File: config.mk
export PLATFORM = sky130hd
export DESIGN_NAME = gpio_hub
export DESIGN_NICKNAME = d
export VERILOG_FILES = /design/src/rtl/gpio_hub.sv
export SDC_FILE = /design/constraint.sdc
export NUM_CORES = 1
export LEC_CHECK = 0
export CAP_MARGIN = 30
export CELL_PAD_IN_SITES_DETAIL_PLACEMENT = 0
export CELL_PAD_IN_SITES_GLOBAL_PLACEMENT = 1
export CORE_ASPECT_RATIO = 1.75
export CORE_MARGIN = 8
export CORE_UTILIZATION = 35
export DETAILED_ROUTE_END_ITERATION = 7
export MAX_ROUTING_LAYER = met4
export PLACE_DENSITY_LB_ADDON = 0.1
export SLEW_MARGIN = 10
export SYNTH_ARGS = -nofsm -noshare
export SYNTH_HDL_FRONTEND = slang
export SYNTH_SLANG_ARGS = --single-unit
File: constraint.sdc
create_clock -name clk -period 2.2 [get_ports clk]
set_clock_uncertainty 0.2 [all_clocks]
set_input_delay 0.22 -clock clk [delete_from_list [all_inputs] [get_ports clk]]
set_output_delay 0.22 -clock clk [all_outputs]
set_load 0.01 [all_outputs]
File: src/rtl/gpio_hub.sv
// Wishbone-slave GPIO: atomic set/clear/toggle outputs, synchronised and debounced
// inputs with masked rising/falling edge capture ORed into a level interrupt.
module gpio_hub #(
   parameter int unsigned         WIDTH     = 32,
   parameter int unsigned         GPO_BITS  = 16,
   parameter int unsigned         GPI_BITS  = 4,
   parameter int unsigned         BASE      = 24,
   parameter int unsigned         TICK_BITS = 16,
   parameter logic [GPO_BITS-1:0] GPO_INIT  = '0
) (
   input  logic                clk,
   input  logic                rst_n,
   input  logic [14:0]         adr_i,
   input  logic [WIDTH-1:0]    dat_i,
   output logic [WIDTH-1:0]    dat_o,
   input  logic                we_i,
   input  logic                stb_i,
   output logic                ack_o,
   output logic [GPO_BITS-1:0] gp_o,
   input  logic [GPI_BITS-1:0] gp_i,
   output logic                irq_o
);

   typedef enum logic [2:0] {
      R_GPO  = 3'd0,
      R_SET  = 3'd1,
      R_CLR  = 3'd2,
      R_TGL  = 3'd3,
      R_GPI  = 3'd4,
      R_PEND = 3'd5,
      R_REN  = 3'd6,
      R_FEN  = 3'd7
   } reg_e;

   localparam logic [11:0] WIN = 12'(BASE >> 3);

   logic                 sel, acc, wr;
   reg_e                 idx;
   logic [GPO_BITS-1:0]  gpo, wd_o;
   logic [GPI_BITS-1:0]  wd_i, rise_en, fall_en, pend, w1c, rise, fall;
   logic [GPI_BITS-1:0]  sync1, sync2, samp, deb, deb_q, agree;
   logic [TICK_BITS-1:0] cnt;
   logic                 tick;
   logic [WIDTH-1:0]     rdata;
   logic                 unused_dat;

   assign sel  = (adr_i[14:3] == WIN);
   assign acc  = stb_i & sel & ~ack_o;
   assign wr   = acc & we_i;
   assign idx  = reg_e'(adr_i[2:0]);
   assign wd_o = dat_i[GPO_BITS-1:0];
   assign wd_i = dat_i[GPI_BITS-1:0];
   assign gp_o = gpo;
   assign unused_dat = ^dat_i;

   always_comb begin
      rdata = '0;
      case (idx)
         R_GPO, R_SET, R_CLR, R_TGL: rdata[GPO_BITS-1:0] = gpo;
         R_GPI:  rdata[GPI_BITS-1:0] = deb;
         R_PEND: rdata[GPI_BITS-1:0] = pend;
         R_REN:  rdata[GPI_BITS-1:0] = rise_en;
         R_FEN:  rdata[GPI_BITS-1:0] = fall_en;
      endcase
   end

   always_ff @(posedge clk or negedge rst_n) begin
      if (!rst_n) begin
         ack_o   <= 1'b0;
         dat_o   <= '0;
         gpo     <= GPO_INIT;
         rise_en <= '0;
         fall_en <= '0;
      end else begin
         ack_o <= acc;
         if (acc && !we_i)
            dat_o <= rdata;
         if (wr) begin
            case (idx)
               R_GPO:  gpo     <= wd_o;
               R_SET:  gpo     <= gpo | wd_o;
               R_CLR:  gpo     <= gpo & ~wd_o;
               R_TGL:  gpo     <= gpo ^ wd_o;
               R_REN:  rise_en <= wd_i;
               R_FEN:  fall_en <= wd_i;
               default: ;
            endcase
         end
      end
   end

   // deb only follows bits whose sample matched on two consecutive ticks
   assign tick  = &cnt;
   assign agree = ~(samp ^ sync2);

   always_ff @(posedge clk or negedge rst_n) begin
      if (!rst_n) begin
         sync1 <= '0;
         sync2 <= '0;
         samp  <= '0;
         deb   <= '0;
         deb_q <= '0;
         cnt   <= '0;
      end else begin
         sync1 <= gp_i;
         sync2 <= sync1;
         cnt   <= cnt + TICK_BITS'(1);
         deb_q <= deb;
         if (tick) begin
            samp <= sync2;
            deb  <= (deb & ~agree) | (samp & agree);
         end
      end
   end

   // a new edge outranks a simultaneous write-1-to-clear
   assign w1c  = (wr && idx == R_PEND) ? wd_i : '0;
   assign rise = deb & ~deb_q & rise_en;
   assign fall = ~deb & deb_q & fall_en;

   always_ff @(posedge clk or negedge rst_n) begin
      if (!rst_n) begin
         pend  <= '0;
         irq_o <= 1'b0;
      end else begin
         pend  <= (pend & ~w1c) | rise | fall;
         irq_o <= |pend;
      end
   end

endmodule

Word level (Yosys, flattened, before mapping)

Index checks and enable logic that the tools add are counted.

Word-level logic and storage cells: 61
Bits of input ports: 55
Flip-flop bits (word level): 82

Equal/unequal tests: 8
Reductions and logical operators: 11
Add/subtract/negate cells: 1
Mux-type cells: 4
Bitwise gates (word level): 24

Operators by type and width:

| operator                | count |
|---|---|
| $pmux W16 S4            | 1 |
| $and A4 B4 Y4           | 7 |
| $not A4 Y4              | 5 |
| $pmux W4 S5             | 1 |
| $add A16 B1 Y16 const B | 1 |
| $and A16 B16 Y16        | 1 |
| $not A16 Y16            | 1 |
| $or A16 B16 Y16         | 1 |
| $reduce_and A16 Y1      | 1 |
| $xor A16 B16 Y16        | 1 |
| $eq A12 B2 Y1 const B   | 1 |
| $eq A3 B3 Y1 const B    | 4 |
| $mux W12                | 1 |
| $or A4 B4 Y4            | 3 |
| $reduce_or A4 Y1        | 2 |
| $eq A3 B2 Y1 const B    | 2 |
| $reduce_and A2 Y1       | 3 |
| $mux W4                 | 1 |
| $reduce_bool A4 Y1      | 1 |
| $xor A4 B4 Y4           | 1 |
| $and A1 B1 Y1           | 3 |
| $eq A3 B1 Y1 const B    | 1 |
| $logic_not A3 Y1        | 1 |
| $logic_and A1 B1 Y1     | 2 |
| other kinds (2)         | 2 |

Longest topological paths before layout

Depth after elaboration: 10
Gate-level depth with buffers: 7
Gate-level depth less buffers: 5

Worst setup path before layout

OpenSTA, ideal clock, no wires.

Kind: flip-flop to flip-flop
From: register cnt[0]
To: register samp[0]
Slack: 136 ps
Buffers on the path: 2
Cell stages (with the launch flop): 8
Setup time: 125 ps
Data arrival time: 1739 ps
Path through: dfrtp_1 > ha_1 > nand2_1 > or3_1 > buf_6 > or2_1 > buf_6 > mux2_4

Cells in the longest elaborated chain, start to end: 1

RTL lines:

| element                | RTL line | text |
|---|---|---|
| start, declared        | 42       | `logic [TICK_BITS-1:0] cnt;` |
| start signal, assigned | 107      | `cnt <= cnt + TICK_BITS'(1);` |
| $reduce_and A16 Y1     | 93       | `assign tick = &cnt;` |
| end signal, assigned   | 110      | `samp <= sync2;` |
| end, declared          | 41       | `logic [GPI_BITS-1:0] sync1, sync2, samp, deb, deb_q, agree;` |

No other way between the ends.
A chain may end at the register's enable or synchronous reset.

Worst setup path after layout

From: register cnt[0]
To: register samp[2]

Same word-level chain as after synthesis.

==> out/metrics.cfg <==
[outcome]
status=finished, final reports clean

[power]
pwr-share-seq_pct=43.7
p_comb_share_pct=9.0
intPower_mw=2.672
swShare_pct=23.16
finalPower_mw=3.477
p_leak_nw=2.573
p_switching_mw=0.8054
max-vdd-ir-drop_mv=0.3680
power_density_mw_per_mm2=592.9
clockPowerShare_pct=47.3

[placement]
globalplace.congestion=0.7948
post-dp-hpwl_um=8797
pre_cts_ws_ps=-221.2
io_buffers=72
dp.cells=669

[setup_path]
required_ps=2220
path_class=reg2reg
cp-end-kind=flip-flop
crit_path_top_delay_cell=or2_1
worstPathCellList=ha_1, nand2_1, or3_1, or2_1, mux2_4
arrival_ps=2060
cp_slowest_stage_delay_ps=390
cp-start-kind=flip-flop
worstPathMaxFanout=8

[cts]
cts_max_level=3
cts_setup_buffers=0
clkTransAtPathRegs_ps=60
cts_buffer_depth=2
clock-root-buffer=clkbuf_16
clock_sinks=82
clock_latency_ps=330
cts_buffers=9
cts_tree=done

[die]
start_util_pct=35.27
rows=55
coreArea_mm2=0.01273
die_area_mm2=0.01685
die_x_um=101.6
ios=105
die_h_um=165.8

[finish]
antennaDiodeCount=0
utilization_pct=46.06
nets=598
final_cell_mix=dfrtp_1 (82), clkdlybuf4s50_1 (71), o21ai_0 (60), inv_1 (36), ha_1 (33)
drive_gt1_share_pct=17.48
fill_cells=1207
areaGrowthSynthToFinish_pct=30.59
stdcell_count=686
final_common_cell=dfrtp_1

[global_route]
grt_use_met2_pct=25.70
grt_overflow=0
grt_pass1_vias=3529
use_met3_pct=2.435
grt_antenna_before_repair=0
grt_max_degree=43
grt-busiest-layer=met2
grt_use_met1_pct=16.21
grt_pass1_wl_um=18800
grt_usage_pct=14.70

[synthesis]
synth_area_mm2=0.004491
synth_cells=420
ys_seq_area_share_pct=45.70
ys_types=37
yosysWarnings=0
synth_ff_type=dfrtp_1
postSynthAreaPerCell_um2=10.69
ys_seq_elements=82
synth_edf_count=0
yosys-top-cells-area=dfrtp_1 (46%), ha_1 (9.2%), mux2_2 (7.0%), o21ai_0 (6.7%), o221ai_1 (3.1%)
postSynth.asyncResetShare_pct=100.0
synth_top_area_share_pct=45.70
synth_largest_area_cell=dfrtp_1

[min_path]
hold_path_class=in2reg

[routing]
routedWlPerCell_um=16.98
ant_nets=0
drc_errors=0
drt-total-wl_um=11650
via_per_inst=4.964
drt_iter0_drc=98
vias=3405
drt_first_pass_iters=4

[sta]
setup_violations=0
grt_setup_unrepaired=no
min_period_over_period_pct=92.86
drv_slew=0
final_hold_viol_count=0
worst_slack_ps=157.0
max_freq_mhz=489.5
finalSetupTns_ps=0
fin_crit_ps=2043

[job]
max_cap_violations=0

==> worst paths after layout <==
kind | cells after the start | slack (ps) | to | start
max reg2reg | 5 | 160 | samp[2]$_DFFE_PN0P_ | cnt[0]$_DFF_PN0_
max | 5 | 160 | samp[2]$_DFFE_PN0P_ | cnt[0]$_DFF_PN0_
max in group asynchronous | 3 | 1010 | cnt[9]$_DFF_PN0_ | rst_n
min reg2reg | 0 | 150 | sync2[3]$_DFF_PN0_ | sync1[3]$_DFF_PN0_
min | 1 | 120 | sync1[0]$_DFF_PN0_ | gp_i[0]
min in group asynchronous | 2 | 190 | gp_o[8]$_DFFE_PN0P_ | rst_n
==> per-layer routing <==
layer | wire length (um) | vias to the layer above
met5 | 0 | -
met4 | 165 | 0
met3 | 445 | 14
met2 | 6442 | 65
met1 | 4592 | 1682
li1 | - | 1644
==> layout make-up <==
cell class / count / area, um2 / area share, %
Multi-Input combinational cell: 276 / 2132 / 36.36
Timing Repair Buffer: 105 / 1006 / 17.15
Tap cell: 171 / 214.0 / 3.648
Sequential cell: 82 / 2052 / 34.99
Clock inverter: 7 / 100.1 / 1.707
Clock buffer: 9 / 225.2 / 3.840
Inverter: 36 / 135.1 / 2.304
==> synth_stat cells, drive strengths merged (11+ instances only) <==
cell / count
nand3b: 17
dfrtp: 82
clkbuf: 17
o21ai: 60
inv: 36
nand3: 14
nand2: 18
mux2: 32
o221ai: 16
ha: 33
buf: 24
nor2: 11
o41ai: 12
==> repair_timing <==
action | in CTS | in global routing
resized for setup | 0 | 1
endpoints found under the hold margin | 33 | 0
hold buffers | 1 | 0
endpoints found under the setup margin | 0 | 4
==> critical path: cells and delay by family, from the launching register on <==
kind	cells	cell delay, ps
muxes	1	350
DFF	1	350
and+or+nand+nor	3	800
adders and majority gates	1	220
==> logic make-up after synthesis <==
family	count (synthesis)	synth area share (%)
buf+inv	77	8.220
simple gates	81	10.23
fa+ha+maj	33	9.195
xor+xnor	14	2.731
compound gates	96	13.49
other cells	1	0.08351
mux	36	10.37
flops	82	45.70
==> power by group through the flow <==
stage               combinational, mW  sequential (mW)  clock [mW]
detailed placement              0.312             1.55           0
CTS                             0.316             1.52        1.69
finish                          0.312             1.52        1.64
floorplan                       0.155             1.55           0
global placement                0.308             1.55           0
global route                    0.346             1.52        1.75
==> stage by stage <==
| stage | instance area [um2] | hold slack (ps) |
|---|---|---|
| 2_1_floorplan | 4547 | -275.6 |
| 3_3_place_gp | 5523 | 14.31 |
| 3_5_place_dp | 5523 | 19.93 |
| 4_1_cts | 5858 | 102.0 |
| 5_1_grt | 5864 | 108.4 |
| 6_report | 5864 | 115.4 |
==> state kept, by name, indices dropped and copies added, names as in the netlist, named ones only <==
signal and flops:
rise_en 4, irq_o 1, dat_o 16, sync1 4
fall_en 4, ack_o 1, pend 4, cnt 16
sync2 4, deb_q 4, gp_o 16, samp 4
(Power assumes the default switching activity.)
